## src/rtl/axis_xfer_sequencer_if.sv

```systemverilog
// rtl/axis_xfer_sequencer_if.sv - command, producer-gate and adapter-control signals of the transfer sequencer
interface axis_xfer_sequencer_if #(
    parameter int LEN_WIDTH = 16
);
    logic                 CMD_VALID;
    logic                 CMD_READY;
    logic [LEN_WIDTH-1:0] CMD_LEN;
    logic                 SRC_ENABLE;
    logic                 SRC_WRITE;
    logic                 SRC_FULL;
    logic                 CTRL_ALLOW;
    logic                 CTRL_FINISHED;
    logic                 BUSY;
    logic                 DONE;
    logic                 ERR;
    logic [LEN_WIDTH-1:0] BEAT_COUNT;

    // Sequencer side
    modport master (
        input  CMD_VALID, CMD_LEN, SRC_WRITE, SRC_FULL, CTRL_FINISHED,
        output CMD_READY, SRC_ENABLE, CTRL_ALLOW, BUSY, DONE, ERR, BEAT_COUNT
    );

    // Command/producer/adapter side
    modport slave (
        output CMD_VALID, CMD_LEN, SRC_WRITE, SRC_FULL, CTRL_FINISHED,
        input  CMD_READY, SRC_ENABLE, CTRL_ALLOW, BUSY, DONE, ERR, BEAT_COUNT
    );
endinterface

```

## src/rtl/axis_xfer_sequencer.sv

```systemverilog
// rtl/axis_xfer_sequencer.sv - length-framed transfer sequencer in front of the FIFO-to-AXI-Stream adapter
module axis_xfer_sequencer #(
    parameter int LEN_WIDTH      = 16,
    parameter bit FULL_ACTIVE    = 1'b0,
    parameter int TIMEOUT_CYCLES = 0
) (
    input  logic                    ACC_CLK,
    input  logic                    ARESETN,
    axis_xfer_sequencer_if.master   bus
);
    typedef enum logic [2:0] {
        IDLE,
        RUN,
        LAST,
        DRAIN,
        DONE_ST
    } state_t;

    localparam bit          WD_EN    = (TIMEOUT_CYCLES > 0);
    localparam logic [31:0] WD_LIMIT = WD_EN ? 32'(TIMEOUT_CYCLES - 1) : 32'd0;

    state_t               state_q, state_d;
    logic [LEN_WIDTH-1:0] len_q, len_d;
    logic [LEN_WIDTH-1:0] count_q, count_d;
    logic                 err_q, err_d;
    logic [31:0]          wd_q, wd_d;

    logic full;
    logic src_enable;
    logic cmd_ready;
    logic acc;
    logic wd_hit;

    // Producer gating is a pure function of state so the enable drops in the
    // same cycle the final beat moves the FSM into LAST.
    assign full       = FULL_ACTIVE ? bus.SRC_FULL : ~bus.SRC_FULL;
    assign src_enable = (state_q == RUN);
    assign cmd_ready  = (state_q == IDLE) & ARESETN;
    assign acc        = bus.SRC_WRITE & src_enable & ~full;
    assign wd_hit     = WD_EN && (wd_q == WD_LIMIT);

    assign bus.CMD_READY  = cmd_ready;
    assign bus.SRC_ENABLE = src_enable;
    assign bus.CTRL_ALLOW = (state_q == LAST) && (len_q != '0);
    assign bus.BUSY       = (state_q != IDLE);
    assign bus.DONE       = (state_q == DONE_ST);
    assign bus.ERR        = err_q;
    assign bus.BEAT_COUNT = count_q;

    // Next-state, beat counting, error capture and stall watchdog
    always_comb begin
        state_d = state_q;
        len_d   = len_q;
        count_d = count_q;
        err_d   = err_q;
        wd_d    = wd_q;

        case (state_q)
            IDLE: begin
                if (bus.CMD_VALID && cmd_ready) begin
                    len_d   = bus.CMD_LEN;
                    count_d = '0;
                    err_d   = (bus.CMD_LEN == '0);
                    state_d = (bus.CMD_LEN == '0) ? LAST : RUN;
                end
            end
            RUN: begin
                if (acc) begin
                    count_d = count_q + LEN_WIDTH'(1);
                    if (count_q == len_q - LEN_WIDTH'(1)) begin
                        state_d = LAST;
                    end
                end else if (wd_hit) begin
                    err_d   = 1'b1;
                    state_d = LAST;
                end
            end
            LAST: begin
                // A zero-length command never opens a frame, so nothing to flush.
                state_d = (len_q == '0) ? DONE_ST : DRAIN;
            end
            DRAIN: begin
                if (bus.CTRL_FINISHED) begin
                    state_d = DONE_ST;
                end else if (wd_hit) begin
                    err_d   = 1'b1;
                    state_d = DONE_ST;
                end
            end
            DONE_ST: begin
                state_d = IDLE;
            end
            default: begin
                state_d = IDLE;
            end
        endcase

        // Idle counter restarts on any accepted beat or state change.
        if (!WD_EN || acc || (state_d != state_q) ||
            !((state_q == RUN) || (state_q == DRAIN))) begin
            wd_d = 32'd0;
        end else begin
            wd_d = wd_q + 32'd1;
        end
    end

    // State register with synchronous active-low reset
    always_ff @(posedge ACC_CLK) begin
        if (!ARESETN) begin
            state_q <= IDLE;
            len_q   <= '0;
            count_q <= '0;
            err_q   <= 1'b0;
            wd_q    <= 32'd0;
        end else begin
            state_q <= state_d;
            len_q   <= len_d;
            count_q <= count_d;
            err_q   <= err_d;
            wd_q    <= wd_d;
        end
    end
endmodule

```

## src/flat_wrapper.sv

```systemverilog
// flat-port wrapper written by rule: the top's interface ports become plain ports
module axis_xfer_sequencer_flat 
#(
    parameter int LEN_WIDTH      = 16,
    parameter bit FULL_ACTIVE    = 1'b0,
    parameter int TIMEOUT_CYCLES = 0
)
  (ACC_CLK, ARESETN, bus_CMD_VALID, bus_CMD_LEN, bus_SRC_WRITE, bus_SRC_FULL, bus_CTRL_FINISHED, bus_CMD_READY, bus_SRC_ENABLE, bus_CTRL_ALLOW, bus_BUSY, bus_DONE, bus_ERR, bus_BEAT_COUNT);
  axis_xfer_sequencer_if #(.LEN_WIDTH(LEN_WIDTH)) bus_i ();
  input  logic ACC_CLK;
  input  logic ARESETN;
  input wire logic [$bits(bus_i.CMD_VALID)-1:0] bus_CMD_VALID;
  input wire logic [$bits(bus_i.CMD_LEN)-1:0] bus_CMD_LEN;
  input wire logic [$bits(bus_i.SRC_WRITE)-1:0] bus_SRC_WRITE;
  input wire logic [$bits(bus_i.SRC_FULL)-1:0] bus_SRC_FULL;
  input wire logic [$bits(bus_i.CTRL_FINISHED)-1:0] bus_CTRL_FINISHED;
  output wire logic [$bits(bus_i.CMD_READY)-1:0] bus_CMD_READY;
  output wire logic [$bits(bus_i.SRC_ENABLE)-1:0] bus_SRC_ENABLE;
  output wire logic [$bits(bus_i.CTRL_ALLOW)-1:0] bus_CTRL_ALLOW;
  output wire logic [$bits(bus_i.BUSY)-1:0] bus_BUSY;
  output wire logic [$bits(bus_i.DONE)-1:0] bus_DONE;
  output wire logic [$bits(bus_i.ERR)-1:0] bus_ERR;
  output wire logic [$bits(bus_i.BEAT_COUNT)-1:0] bus_BEAT_COUNT;
  assign bus_i.CMD_VALID = bus_CMD_VALID;
  assign bus_i.CMD_LEN = bus_CMD_LEN;
  assign bus_i.SRC_WRITE = bus_SRC_WRITE;
  assign bus_i.SRC_FULL = bus_SRC_FULL;
  assign bus_i.CTRL_FINISHED = bus_CTRL_FINISHED;
  assign bus_CMD_READY = bus_i.CMD_READY;
  assign bus_SRC_ENABLE = bus_i.SRC_ENABLE;
  assign bus_CTRL_ALLOW = bus_i.CTRL_ALLOW;
  assign bus_BUSY = bus_i.BUSY;
  assign bus_DONE = bus_i.DONE;
  assign bus_ERR = bus_i.ERR;
  assign bus_BEAT_COUNT = bus_i.BEAT_COUNT;
  axis_xfer_sequencer #(.LEN_WIDTH(LEN_WIDTH), .FULL_ACTIVE(FULL_ACTIVE), .TIMEOUT_CYCLES(TIMEOUT_CYCLES)) u_core (.ACC_CLK(ACC_CLK), .ARESETN(ARESETN), .bus(bus_i));
endmodule
```

## config.mk

```make
export PLATFORM = sky130hd
export DESIGN_NAME = axis_xfer_sequencer_flat
export DESIGN_NICKNAME = d
export VERILOG_FILES = /design/src/rtl/axis_xfer_sequencer_if.sv /design/src/rtl/axis_xfer_sequencer.sv /design/src/flat_wrapper.sv
export SDC_FILE = /design/constraint.sdc
export NUM_CORES = 1
export LEC_CHECK = 0
export BUFFER_PORTS_ARGS = -buffer_cell sky130_fd_sc_hd__buf_2
export CORE_MARGIN = 2
export CORE_UTILIZATION = 52
export DETAILED_ROUTE_END_ITERATION = 7
export PLACE_DENSITY = 0.89
export SLEW_MARGIN = 5
export SYNTH_ARGS = -nofsm -noshare
export SYNTH_HDL_FRONTEND = slang
export SYNTH_SLANG_ARGS = --single-unit
```

## constraint.sdc

```tcl
create_clock -name ACC_CLK -period 2.8 [get_ports ACC_CLK]
set_clock_uncertainty 0.2 [all_clocks]
set_input_delay 0.42 -clock ACC_CLK [delete_from_list [all_inputs] [get_ports ACC_CLK]]
set_output_delay 0.42 -clock ACC_CLK [all_outputs]
set_load 0.02 [all_outputs]
```

* Yosys cells after proc, flatten, opt, wreduce, memory -nomap -nowiden
Index checks and enable logic that the tools add are counted.
** Storage, ports and cells
- Input port bits :: 22
- Register bits after elaboration :: 36
- Output and inout bits :: 22
- Bits in read-only memories :: 0
- Bits in latches :: 0
- Memories kept :: 0
- Word-level logic and storage cells :: 39
- Memory bits (writable) :: 0
** Cells by class
- Divide/modulo/power cells :: 0
- Add/sub/neg operators :: 2
- Reductions and logical operators :: 11
- Bitwise operators :: 3
- Magnitude comparators :: 0
- Equal/unequal tests :: 9
- Multiplexer cells :: 10
- $mul :: 0
- Shift operators :: 0
** Operators with widths (number)
- logical NOT 16 bit :: 2
- two-way mux 16 bit :: 2
- one-hot mux 16 bit (2 select lines) :: 1
- adder 16 x 1 -> 16 bit, second input constant :: 1
- == test 16 bit :: 1
- nonzero test 16 bit :: 1
- subtractor 16 x 1 -> 16 bit, second input constant :: 1
- two-way mux 3 bit :: 5
- one-hot mux 3 bit (4 select lines) :: 1
- != test 2 bit, second input constant :: 4
- == test 3 x 2 -> 1 bit, second input constant :: 2
- AND reduction 4 bit :: 1
- AND 1 bit :: 3
- == test 3 x 1 -> 1 bit, second input constant :: 1
- == test 3 bit, second input constant :: 1
- logical NOT 3 bit :: 1
- AND reduction 3 bit :: 1
- nonzero test 3 bit :: 1
- logical AND 1 bit :: 2
- two-way mux 2 bit :: 1
- AND reduction 2 bit :: 1
- nonzero test 2 bit :: 1

* Depth between registers and ports, before layout
Gate-level depths: netlist of run 1.
- Depth after elaboration :: 5
- Mapped depth :: 9
- Mapped depth without buffers :: 9

* Worst setup path before layout of run 1
Ideal clock, no wire load.
- Path type :: register -> register
- Start :: register u_core.count_q[7], in the netlist u_core.bus.BEAT_COUNT[7]
- End :: register u_core.state_q[0]
- Data required time :: 2.483 ns
- Stages on the path, launching flop included :: 9
- Setup time :: 0.117 ns
- Period minus slack after synthesis :: 2.301 ns
- Buffers on the path :: 1
- Path slack :: 0.499 ns
- Data arrival time :: 1.983 ns
- Cell sequence :: dfxtp_1 buf_2 xnor2_1 or3_2 o21ai_1 a21oi_1 nor4_1 a31oi_1 a32o_2
** On the way
- Cells in the longest elaborated chain, start to end :: 3
** Ends and longest elaborated chain
- start, declared :: line axis_xfer_sequencer.sv:24 : logic [LEN_WIDTH-1:0] count_q, count_d;
- start signal, assigned :: line axis_xfer_sequencer.sv:118 : count_q <= count_d;
- == test 16 bit :: line axis_xfer_sequencer.sv:70 : if (count_q == len_q - LEN_WIDTH'(1)) begin
- != test 2 bit (no source line)
- AND reduction 4 bit (no source line)
- end signal, assigned :: line axis_xfer_sequencer.sv:116 : state_q <= state_d;
- end, declared :: line axis_xfer_sequencer.sv:22 : state_t state_q, state_d;
Every way passes these cells.
A chain may end at the register's enable or synchronous reset.

* Worst setup path after layout of run 1
- Start :: register u_core.len_q[0]
- End :: register u_core.state_q[0]
** On the way
- Cells in the longest elaborated chain, start to end :: 4
- Elaborated cells on any way between the ends :: 7
- Those cells by class :: add/sub (1); eq/ne (2); mux (2); reduce/logical (2)
** Ends and longest elaborated chain
- start, declared :: line axis_xfer_sequencer.sv:23 : logic [LEN_WIDTH-1:0] len_q, len_d;
- start signal, assigned :: line axis_xfer_sequencer.sv:117 : len_q <= len_d;
- subtractor 16 x 1 -> 16 bit :: line axis_xfer_sequencer.sv:70
- == test 16 bit :: line axis_xfer_sequencer.sv:70
- != test 2 bit (no source line)
- AND reduction 4 bit (no source line)
Several ways; a longest one is shown, not always the timed one.

==> out/metrics.cfg, run 1 <==
[worst_setup_path]
timing.rr.start=u_core.len_q[0]$_SDFFE_PN0P_
reg2reg_depth=9
endpoint_kind=flop
crit_fanout=4
worstSetupStartpointType=flop
reg2reg_to=u_core.state_q[0]$_SDFFE_PN0P_
reg2reg_slack_ps=160
worstPathRequired_ps=2790
path_class=reg -> reg
cp.arrival_ps=2630

[sta]
finalWorstSetupSlack_ps=160
worstMarginPinSlew_ps=608
final.setup.tns_ps=0
finalHoldViolCount=0
max_freq_ghz=0.379
post-route-min-period_ps=2640
drv_slew=0
fin_crit_sh_pct=94.3
rsz0062_at_grt=false
report.final.setup_viol=0
relSlewSlack_pct=59.5

[floorplanning]
ioPinCount=44
die_x_um=67.2
dieArea_um2=4520
die_y_um=67.2
start_util_pct=55.5
num_rows=22
core_um2=3740

[logic_synthesis]
syn_area_um2=2080
synth.yosys.warnings=0
ys_seq_area_share_pct=34.7
synth_top_area_share_pct=34.7
synth_top_family_by_area=simple AND/OR/NAND/NOR gates
syn_avg_cell_area_um2=8.32
synth_simple_gate_area_share_pct=28.0
syn-num-nets=275
synth_xor_area_share_pct=13.9
synth-async-reset-ratio_pct=0
yosys.cell_types.count=48
synth_largest_area_cell=dfxtp_1
synth_commonest_cells=dfxtp_1 (36), nor2_1 (25), nand2_1 (22)
synth_most_common_cell=dfxtp_1
synth_edf_count=0
synth-seq-cells=36
synth_fa_ha_area_share_pct=1.81
synth_compound_area_share_pct=15.8
syn-instance-count=250
ys_top_cells_by_area=dfxtp_1 (35%), xor2_1 (7.2%), xnor2_1 (6.7%), a22o_1 (5.9%), nor2_1 (4.5%)
ys.flop_type=dfxtp_1
muxShareOfSynthArea_pct=0

[placed_design]
place.gp.congestion=0.918
port-buffer-count=43
dpl_worst_slack_ps=221
placed_cells=333
dp_hpwl_um=3720
placed_cell_area_um2=2310

[drt]
wl_per_cell_um=14.5
met1_length_um=2250
first_iter_violations=146
ant_nets=0
top_layer_used=met4
wl_um=4940
met2_length_um=2340
drtPass1Iterations=4
met3_length_um=302
drt-vias-per-instance=5.67
drc=0
via_count=1932

[clocking]
cts-root-buf=clkbuf_8
clkLatencyLatePin_ps=290
clock_path_buffers=2
cts_buffers=5
post_cts_buffers=0
clock_sink_count=36
cts-hold-fix-buffers=0
cts_tree=built
cts_htree_levels=2
clk_pin_slew_ps=70
ctsResizeCount=0

[pwr]
switching_share_pct=36.7
pwr-share-seq_pct=33.8
clock_power_share_pct=26.1
p_leak_nw=1.04
p_per_area_nw_per_um2=791
power_switching_mw=0.707
comb_power_share_pct=40.2
intPower_mw=1.22
vdd_drop_max_mv=0.610

[layout]
num-nets-final=317
area_growth_pct=17.1
diodes=0
drive_above_1_share_pct=22.5
n_fill_cell=328
final_area_um2=2440
fin_cells=341

[hold_path]
hold_path.class=in -> reg
whs_path_depth=2
worstHoldStart=bus_CMD_LEN[5]
hold_end=u_core.len_q[5]$_SDFFE_PN0P_

[grt]
grt_pass1_wl_um=8220
grt.overflow.total=0
grt_usage_pct=23.9
grt_pass1_vias=1821
grt_max_degree=18
antenna_found_initial=0

[run_status]
status=completed

[flow_run]
drv_cap=0

==> worst max path at each step <==
stage,startpoint,to,slack [ps],cells after the start
after floorplan,u_core.bus.BEAT_COUNT[7]$_SDFFE_PN0P_,u_core.state_q[0]$_SDFFE_PN0P_,500,8
after global placement,u_core.len_q[0]$_SDFFE_PN0P_,u_core.state_q[0]$_SDFFE_PN0P_,310,9
after detailed placement,u_core.len_q[0]$_SDFFE_PN0P_,u_core.state_q[0]$_SDFFE_PN0P_,220,9
after CTS,u_core.len_q[0]$_SDFFE_PN0P_,u_core.state_q[0]$_SDFFE_PN0P_,200,9
after global routing,u_core.len_q[0]$_SDFFE_PN0P_,u_core.state_q[0]$_SDFFE_PN0P_,20,8
final,u_core.len_q[0]$_SDFFE_PN0P_,u_core.state_q[0]$_SDFFE_PN0P_,160,9
==> worst max-delay path, cell delays in order (launching register included) <==
cell     delay (ps)
dfxtp_1         340
inv_1           110
ha_1            200
or3b_1          430
nor3_1          210
xnor2_1         150
a32oi_1         110
nor4_1          270
a31oi_1         220
a32o_2          300
==> placed cells by master, fill, tap and decap left out, types with 4 or more instances in the layout <==
cell type,count
a21oi_1,9
buf_2,43
nor4_1,12
nor3_1,9
nand2_1,22
nand3b_1,4
a22o_1,14
xnor2_1,16
nor2_1,25
o21ai_0,9
nand3_1,7
or3_1,5
buf_4,5
inv_1,10
nand4_1,4
clkbuf_8,7
xor2_1,17
dfxtp_1,36
==> logic make-up (layout without fill, tap and decap cells) <==
kind of cell / after synthesis / count (layout)
and+or+nand+nor: 109 / 109
AOI/OAI and AO/OA: 46 / 46
DFF: 36 / 36
xor gates and xnor gates: 33 / 33
buffers and inverters: 23 / 66
adders and majority gates: 3 / 3
==> through the flow <==
step	hold slack (ps)	utilization, %	total power [mW]
floorplan	275	-	1.26
global placement	230	61.7	1.39
detailed placement	241	61.7	1.42
CTS	155	65.1	1.92
global route	164	65.1	2.05
finish	157	65.1	1.93
==> layout make-up <==
class | instances | area [um2] | area share, %
well taps | 48 | 60.1 | 2.47
clock buffers | 7 | 96.3 | 3.95
inverters | 10 | 37.5 | 1.54
clock inverters | 1 | 30.0 | 1.23
repair buffers | 48 | 253 | 10.4
flip-flops and latches | 36 | 721 | 29.6
multi-input cells | 191 | 1240 | 50.8
==> power groups by stage <==
stage          Sequential [mW]  Clock, mW  Combinational, mW
2_1_floorplan            0.643          0              0.614
5_1_grt                  0.657      0.531              0.857
6_report                 0.650      0.502              0.774
4_1_cts                  0.648      0.507              0.766
3_3_place_gp             0.658          0              0.735
3_5_place_dp             0.660          0              0.761
==> state kept, by name (all words and copies together) (netlist names) <==
register	flops
u_core.state_q	3
u_core.len_q	16
u_core.bus.BEAT_COUNT	16
u_core.bus.ERR	1
==> routing by layer <==
layer  GRT usage [%]  vias to the layer above
met5               0                        -
met4            5.36                        0
met3            6.00                        6
met2            41.0                       58
met1            30.4                      888
li1                -                      980
(Power assumes the default switching activity.)
==> run 2: changes to the inputs <==
- CAP_MARGIN: default -> 15
- GPL_TIMING_DRIVEN: default -> 0
==> out/metrics.cfg, run 2 (synthesis results as in run 1) <==
[clocking]
cts-hold-fix-buffers=0
cts-root-buf=clkbuf_8
clock_path_buffers=2
clk_pin_slew_ps=70
clock_sink_count=36
cts_tree=built
clkLatencyLatePin_ps=290
cts_htree_levels=2
cts_buffers=5

[hold_path]
worstHoldStart=bus_CMD_LEN[0]
whs_path_depth=3
hold_end=u_core.len_q[0]$_SDFFE_PN0P_
hold_path.class=in -> reg

[floorplanning]
core_um2=3740
start_util_pct=55.5
die_y_um=67.2
ioPinCount=44
die_x_um=67.2
num_rows=22
dieArea_um2=4520

[drt]
drc=0
drt-vias-per-instance=5.73
ant_nets=0
first_iter_violations=134
drtPass1Iterations=4
wl_per_cell_um=14.0
wl_um=4890
via_count=1995

[sta]
post-route-min-period_ps=2630
final.setup.tns_ps=0
max_freq_ghz=0.380
worstMarginPinSlew_ps=665
finalHoldViolCount=0
finalWorstSetupSlack_ps=171
fin_crit_sh_pct=93.9
drv_slew=0
report.final.setup_viol=0
relSlewSlack_pct=54.5
hold_ws_ps=143

[grt]
grt_max_degree=12
grt_pass1_wl_um=8080
grt_pass1_vias=1793
antenna_found_initial=0
grt.overflow.total=0
grt_usage_pct=23.2

[worst_setup_path]
reg2reg_depth=9
cp.arrival_ps=2620
endpoint_kind=flop
crit_family=simple AND/OR/NAND/NOR gates
path_class=reg -> reg
reg2reg_to=u_core.state_q[0]$_SDFFE_PN0P_
critPathMaxStageDelay_ps=440
path_buf_inv=1
slowest_stage=or3b_1
crit_fanout=4
worstSetupStartpointType=flop
timing.rr.start=u_core.len_q[0]$_SDFFE_PN0P_
path_depth=9
worstPathRequired_ps=2790
worstPathCellList=inv_1 > ha_1 > or3b_1 > nor3_1 > xnor2_1 > a32oi_1 > nor4_2 > a31oi_1 > a32o_2
reg2reg_slack_ps=170

[layout]
num-nets-final=324
diodes=0
drive_above_1_share_pct=22.3
n_fill_cell=327
final_common_cell=buf_2
final_area_um2=2450
mostFrequentLayoutCells=buf_2 (43), dfxtp_1 (36), nor2_1 (25)
area_growth_pct=17.7

[pwr]
p_per_area_nw_per_um2=749
vdd_drop_max_mv=0.587
p_total_mw=1.83
p_leak_nw=1.04

[placed_design]
dpl_worst_slack_ps=180
dp_hpwl_um=3750
placed_cell_area_um2=2350
port-buffer-count=42
place.gp.congestion=0.851

[run_status]
status=completed

[flow_run]
drv_cap=0

==> run 2: changes by cell type in the layout (fill, tap and decap cells not counted), sizes merged <==
cell,change
bufinv,-1
clkbuf,+7
clkinv,+2
buf,-1
==> run 2: per-layer routing <==
metal,up-vias,track usage [%],part of all wire (%)
met5,-,0,0
li1,987,-,-
met2,47,39.5,48
met3,9,4.50,4.4
met1,952,29.4,47
met4,0,7.40,1.4
==> run 2: final cells by class <==
| cell class | count | area, um2 | area share [%] |
|---|---|---|---|
| buffer | 13 | 82.6 | 3.37 |
| inverter | 10 | 37.5 | 1.53 |
| multi-input combinational | 191 | 1240 | 50.8 |
| clock buffer | 6 | 82.6 | 3.37 |
| timing repair buffer | 42 | 210 | 8.58 |
| tap | 48 | 60.1 | 2.45 |
| sequential | 36 | 721 | 29.4 |
| clock inverter | 2 | 10.0 | 0.409 |
==> run 2: worst max path at each step <==
stage	from	endpoint	slack, ps
2_1_floorplan	u_core.bus.BEAT_COUNT[7]$_SDFFE_PN0P_	u_core.state_q[0]$_SDFFE_PN0P_	500
3_3_place_gp	u_core.len_q[0]$_SDFFE_PN0P_	u_core.state_q[0]$_SDFFE_PN0P_	220
3_5_place_dp	u_core.len_q[0]$_SDFFE_PN0P_	u_core.state_q[0]$_SDFFE_PN0P_	180
4_1_cts	u_core.len_q[0]$_SDFFE_PN0P_	u_core.state_q[0]$_SDFFE_PN0P_	150
5_1_grt	u_core.len_q[0]$_SDFFE_PN0P_	u_core.state_q[0]$_SDFFE_PN0P_	-1
6_report	u_core.len_q[0]$_SDFFE_PN0P_	u_core.state_q[0]$_SDFFE_PN0P_	170
==> run 2: repair_timing <==
action                                  in CTS  in global routing
endpoints found under the hold margin        0                  0
resized for setup                            0                  1
buffers inserted                             0                  0
endpoints found under the setup margin       0                  2
==> run 2: power by group <==
| part | switching (mW) | total [mW] | internal, mW | leakage (nW) |
|---|---|---|---|---|
| Sequential | 0.0810 | 0.653 | 0.572 | 0.293 |
| Combinational | 0.448 | 0.797 | 0.349 | 0.696 |
| Clock | 0.187 | 0.384 | 0.196 | 0.0510 |
==> run 2: tightest hold or removal path, delay by kind of cell <==
kind / cells / cell delay, ps
simple gates: 1 / 40
compound gates: 1 / 60
buf+inv: 1 / 90
==> run 2: metrics by stage <==
step | std cells | util (%)
CTS | 348 | 65.2
global placement | 340 | 62.8
global route | 348 | 65.4
detailed placement | 340 | 62.8
finish | 348 | 65.4
floorplan | 250 | -
